$ cat src/rtl/seq_shifter.sv
// seq_shifter: multi-cycle shifter that moves a working register by one bit
// per clock.
//
// Operation: a start in IDLE captures A, B and mode. The unit then shifts for
// the captured count, one bit per clock edge. On the following edge it loads
// OUT and pulses done for one cycle. After that it returns to IDLE.
//
// Modes: 00 LSL, 01 LSR, 10 ASR, 11 ROL.
// Rotate support is built only when the macro SEQ_SHIFTER_ROTATE_EN is
// defined. Without the macro, mode 11 behaves exactly like LSL.
//
// Ports:
//   clk    in   1      clock, rising-edge active
//   rst_n  in   1      asynchronous active-low reset
//   start  in   1      request, sampled only in IDLE
//   abort  in   1      synchronous cancel of an operation in progress
//   A      in   IN_W   operand
//   B      in   AMT_W  unsigned shift amount
//   mode   in   2      shift mode
//   busy   out  1      high while shifting
//   done   out  1      one-cycle registered completion pulse
//   OUT    out  OUT_W  result register, held between completions
module seq_shifter #(
  parameter int IN_W  = 4,
  parameter int AMT_W = 4,
  parameter int OUT_W = 8
) (
  input  logic             clk,
  input  logic             rst_n,
  input  logic             start,
  input  logic             abort,
  input  logic [IN_W-1:0]  A,
  input  logic [AMT_W-1:0] B,
  input  logic [1:0]       mode,
  output logic             busy,
  output logic             done,
  output logic [OUT_W-1:0] OUT
);

  localparam int CNT_W = $clog2(OUT_W + 1);

  localparam logic [1:0] S_IDLE  = 2'd0;
  localparam logic [1:0] S_SHIFT = 2'd1;
  localparam logic [1:0] S_DONE  = 2'd2;

  localparam logic [1:0] M_LSL = 2'b00;
  localparam logic [1:0] M_LSR = 2'b01;
  localparam logic [1:0] M_ASR = 2'b10;
  localparam logic [1:0] M_ROL = 2'b11;

  logic [1:0]       state;
  logic [1:0]       op_mode;
  logic [CNT_W-1:0] cnt;
  logic [OUT_W-1:0] work;

  // ASR sign-extends the operand; every other mode zero-extends it.
  function automatic logic [OUT_W-1:0] extend(input logic [IN_W-1:0] a,
                                              input logic [1:0]      m);
    logic signed [IN_W-1:0] a_s;
    a_s = signed'(a);
    if (m == M_ASR) return OUT_W'(a_s);
    return OUT_W'(a);
  endfunction

  // Shifting past the register width cannot change the result any further.
  // The count therefore saturates at OUT_W for the linear shifts. Rotation
  // is periodic in OUT_W, so its count reduces modulo OUT_W.
  function automatic logic [CNT_W-1:0] init_cnt(input logic [AMT_W-1:0] b,
                                                input logic [1:0]       m);
    int bi;
    bi = int'(b);
`ifdef SEQ_SHIFTER_ROTATE_EN
    if (m == M_ROL) return CNT_W'(bi % OUT_W);
`else
    if (m == M_ROL) begin
      // Without rotate support, mode 11 takes the LSL count below.
    end
`endif
    if (bi > OUT_W) return CNT_W'(OUT_W);
    return CNT_W'(bi);
  endfunction

  // Single-bit shift step for the selected mode.
  function automatic logic [OUT_W-1:0] step(input logic [OUT_W-1:0] w,
                                            input logic [1:0]       m);
    logic signed [OUT_W-1:0] w_s;
    logic [OUT_W-1:0]        nxt;
    w_s = signed'(w);
    nxt = w << 1;
    case (m)
      M_LSL: nxt = w << 1;
      M_LSR: nxt = w >> 1;
      M_ASR: nxt = unsigned'(w_s >>> 1);
      M_ROL: begin
`ifdef SEQ_SHIFTER_ROTATE_EN
        nxt = {w[OUT_W-2:0], w[OUT_W-1]};
`else
        nxt = w << 1;
`endif
      end
      default: nxt = w << 1;
    endcase
    return nxt;
  endfunction

  assign busy = (state == S_SHIFT);

  always_ff @(posedge clk or negedge rst_n) begin
    if (!rst_n) begin
      state   <= S_IDLE;
      op_mode <= M_LSL;
      cnt     <= '0;
      work    <= '0;
      OUT     <= '0;
      done    <= 1'b0;
    end else begin
      done <= 1'b0;
      case (state)
        S_IDLE: begin
          // Abort takes priority over a simultaneous start.
          if (start && !abort) begin
            work    <= extend(A, mode);
            cnt     <= init_cnt(B, mode);
            op_mode <= mode;
            state   <= S_SHIFT;
          end
        end
        S_SHIFT: begin
          if (abort) begin
            state <= S_IDLE;
          end else if (cnt == '0) begin
            OUT   <= work;
            done  <= 1'b1;
            state <= S_DONE;
          end else begin
            work <= step(work, op_mode);
            cnt  <= cnt - 1'b1;
          end
        end
        S_DONE: begin
          // Both the normal exit and abort lead back to IDLE with done low.
          state <= S_IDLE;
        end
        default: state <= S_IDLE;
      endcase
    end
  end

endmodule

$ cat config.mk
export PLATFORM = sky130hd
export DESIGN_NAME = seq_shifter
export DESIGN_NICKNAME = d
export VERILOG_FILES = /design/src/rtl/seq_shifter.sv
export SDC_FILE = /design/constraint.sdc
export NUM_CORES = 1
export LEC_CHECK = 0
export ABC_AREA = 1
export BUFFER_PORTS_ARGS = -buffer_cell sky130_fd_sc_hd__buf_2
export CAP_MARGIN = 20
export CORE_UTILIZATION = 54
export DETAILED_ROUTE_END_ITERATION = 16
export PLACE_DENSITY_LB_ADDON = 0.3
export SLEW_MARGIN = 0
export SYNTH_ARGS = -nofsm -noshare
export SYNTH_HDL_FRONTEND = slang
export SYNTH_SLANG_ARGS = --single-unit
$ cat constraint.sdc
create_clock -name clk -period 1.85 [get_ports clk]
set_clock_uncertainty 0.05 [all_clocks]
set_input_delay 0.2775 -clock clk [delete_from_list [all_inputs] [get_ports clk]]
set_output_delay 0.2775 -clock clk [all_outputs]
set_load 0.005 [all_outputs]
==> results.txt <==
* Result of the run: complete, no violations
- From synthesis to final layout, the design area changed by 12.21%.
* Via count of the first global-routing pass: 1058
- The root buffer cell chosen for the clock tree is sky130_fd_sc_hd__clkbuf_4.
- First-pass GRT wire length: 4774 um
- The finished layout holds 224 standard cells, fillers aside.
- Total number of vias: 1170
* Number of buffers added on ports: 23
* Top FF cell, synth: sky130_fd_sc_hd__dfrtp_1
* Internal Power: 1.137 mW
* Count of cell instances traversed by the critical path: 8
- Source of the worst register-to-register timing path: cnt[0]
- Routed Wire Length: 2802 um
- The clock passes through at most 2 buffers.
- For this run, the post-layout net count is 216.
* Post-synth top area cell: sky130_fd_sc_hd__dfrtp_1
- Clock network power share: 12.9%
- After routing, the total negative slack on setup checks comes to 0 ps.
* Data required time at the worst endpoint: 2080 ps
- Max stage delay on crit path: 400 ps
* Count of routing violations after the opening detailed-route iteration: 31
* Number of enable-type register cells in the synthesized netlist: 0
- OpenSTA, run right after detailed placement, puts the worst setup slack at 199.4 ps.
- Worst hold slack: 133.0 ps
* Sequential power share: 45.2%
* Net Sw Power: 0.8580 mW
* Synthesized flop and latch total: 25
- The first TritonRoute pass finished after 4 iterations.
- Counting instances in the post-synthesis netlist gives the leading cell types as sky130_fd_sc_hd__nand2_1 (60), sky130_fd_sc_hd__nand3_1 (35), sky130_fd_sc_hd__dfrtp_1 (25).
* Synthesized Nets: 191
- For the worst setup path, the data arrival time is 1830 ps.
- Number of antenna violations at the first check in global routing: 0
* Hold Fails Final Rpt: 0
- The core region is 0.002276 mm^2.
- Die span in x: 51.86 um
* Dominant cells by area after synthesis: sky130_fd_sc_hd__dfrtp_1 (47%), sky130_fd_sc_hd__nand2_1 (17%), sky130_fd_sc_hd__nand3_1 (13%), sky130_fd_sc_hd__ha_1 (4.7%), sky130_fd_sc_hd__inv_1 (4.2%)
- Net switching is 43.00% of the power.
- Routed length per instance: 12.51 um
* Worst-case setup margin in the final layout: 249.5 ps
* Cell count after synthesis: 172
- Combinational logic is responsible for 41.9% of the overall power.
- Area after detailed placement: 0.001464 mm^2
- The repair_antennas step left the layout with diodes totalling 0.
- Worst-case headroom to the max-slew limit: 63.34%
* Floorplan die area: 0.002689 mm^2
- Number of setup violations in the final report: 0
- Register-to-Register Path Depth: 8
- Category of the worst setup path launch point: flip-flop
- Async set or reset register ratio after synthesis: 100.0%
- The critical path goes through inv_1 > ha_1 > nand3_1 > nor2_1 > nand2_2 > inv_2 > nand2_1 > nand2_1.
- Synthesis Warnings: 0
* Reg-to-reg setup timing slack: 250 ps
- Avg Inst Size Synth: 7.805 um^2
- Startpoint of the lowest-slack hold path: mode[1]
- Area share of the leading cell type in the synthesized netlist: 46.60%
- The min-delay analysis places its worst path in the category in2reg.
* Overflow left after global routing: 0
* Total power draw: 1.996 mW
- Row count: 17
- For this configuration, the core starts out at a cell density of 58.99%.
- For this design the top-level I/O count stands at 24.
- Crit path max fanout: 11
- Most numerous cell in the Yosys netlist: sky130_fd_sc_hd__nand2_1
- The congestion estimate from routability-driven global placement came to 0.8617.
- Netlist area before placement: 0.001343 mm^2
* Largest delay share family, worst path: simple AND/OR/NAND/NOR gates
* Antenna Violating Nets Remaining: 0
- Derived from the worst setup path, the maximum achievable clock frequency is 624.8 MHz.
- All-Layer GR Usage: 24.81%
* Die Ht: 51.86 um
- For this design, the slowest cell found on the critical path is sky130_fd_sc_hd__dfrtp_1.
- Crit share post-route: 86.51%
- Clock-pin slew was measured on the worst setup and hold paths at 140 ps.
- Seq/Total Area, Yosys: 46.60%
- Detailed placement HPWL: 2097 um
- Clock latency on the worst-skew pair: 330 ps
- The max-slew violation count is 0.
* Worst Tran Pin Value: 550.0 ps
* Maximum number of pins on one net before global-route repair: 26
- Buffers inserted during clock tree synthesis total 3.
- Cell depth of the worst hold path: 3
* Synth cell types: 20
* Placed cells: 219
* TritonCTS clock tree: done
- Counting every sink on the clock net gives 25.
* Routed vias/inst: 5.223
- Max-capacitance violation count: 0
- STA classifies the critical path endpoint as a flip-flop.
- By startpoint and endpoint, the worst setup path is classified as reg2reg.
- Clock H-tree levels: 1
- Worst Setup EP: OUT[6]
- Fraction of layout cells with a size suffix above 1: 20.41%
- The routed design could run at a clock period as short as 1601 ps.
* Setup repair after global routing missed its margin: false
* Final non-filler cell area: 0.001506 mm^2
* Fraction of the core area covered by cells at the end of the flow: 66.19%
* VDD IR-drop max: 0.0009387 V
- Power density over the cells: 1325 mW/mm^2
- Count of buffer and inverter cells on the critical path: 2
* Leakage power total: 0.8691 nW
* Source of the critical timing path: cnt[0]
* Final routed DRC violation total: 0
- In this design, the critical path's most frequently occurring cell is sky130_fd_sc_hd__nand2_1.
* Reg-to-reg endpoint: OUT[6]
-- sequential cells by signal (all words and copies together) (netlist names) --
signal   cells
OUT          8
done         1
state        2
work         8
op_mode      2
cnt          4
-- placed cells by master, fill, tap and decap left out, drive strengths merged, types with 3 or more instances in the layout --
cell and n:
buf 24, clkbuf 3, dfrtp 25, ha 5, inv 17, nand2 63
nand3 35, nor2 11, o21ai 8
-- power by group through the flow --
stage / logic [mW] / clock network (mW) / registers, mW
2_1_floorplan: 0.615 / 0 / 0.883
3_3_place_gp: 0.800 / 0 / 0.904
3_5_place_dp: 0.833 / 0 / 0.912
4_1_cts: 0.838 / 0.264 / 0.900
5_1_grt: 0.970 / 0.284 / 0.930
6_report: 0.836 / 0.257 / 0.903
-- layout make-up --
type,instances,area (um^2)
tap,28,35.03
multi-input combinational,125,619.3
inverter,17,63.81
timing repair buffer,25,132.6
clock inverter,1,7.507
sequential,25,625.6
fill,201,769.5
clock buffer,3,22.52
-- cells by family after synthesis --
kind of cell | synth area share [%]
buffers and inverters | 7.455
flip-flops | 46.60
AND/OR/NAND/NOR | 37.65
adder cells (fa/ha/maj) | 4.660
AO/OA/AOI/OAI | 3.634
-- worst min-delay path by stage --
stage / slack [ps] / to
6_report: 130 / op_mode[1]
5_1_grt: 150 / op_mode[1]
4_1_cts: 130 / op_mode[1]
3_5_place_dp: 250 / work[6]
3_3_place_gp: 240 / op_mode[0]
2_1_floorplan: -70 / OUT[0]
-- timing repair --
action | 4_1_cts | 5_1_grt
resized for setup | 0 | 1
setup endpoints to repair | 0 | 7
hold buffers | 1 | 0
setup buffers | 0 | 0
endpoints found under the hold margin | 25 | 0
-- per-layer routing --
metal  wire (um)  GRT usage [%]  up-vias
met5           0              0        -
met4          50          10.81        0
met3         120          2.632        5
met2        1376          40.60       39
met1        1255          33.02      536
li1            -              -      590
-- worst min-delay path, delay by kind of cell --
| kind | cells | cell delay [ps] |
|---|---|---|
| buf+inv | 2 | 150 |
| compound gates | 1 | 60 |
Note: power is estimated with default switching activity, not from simulation.
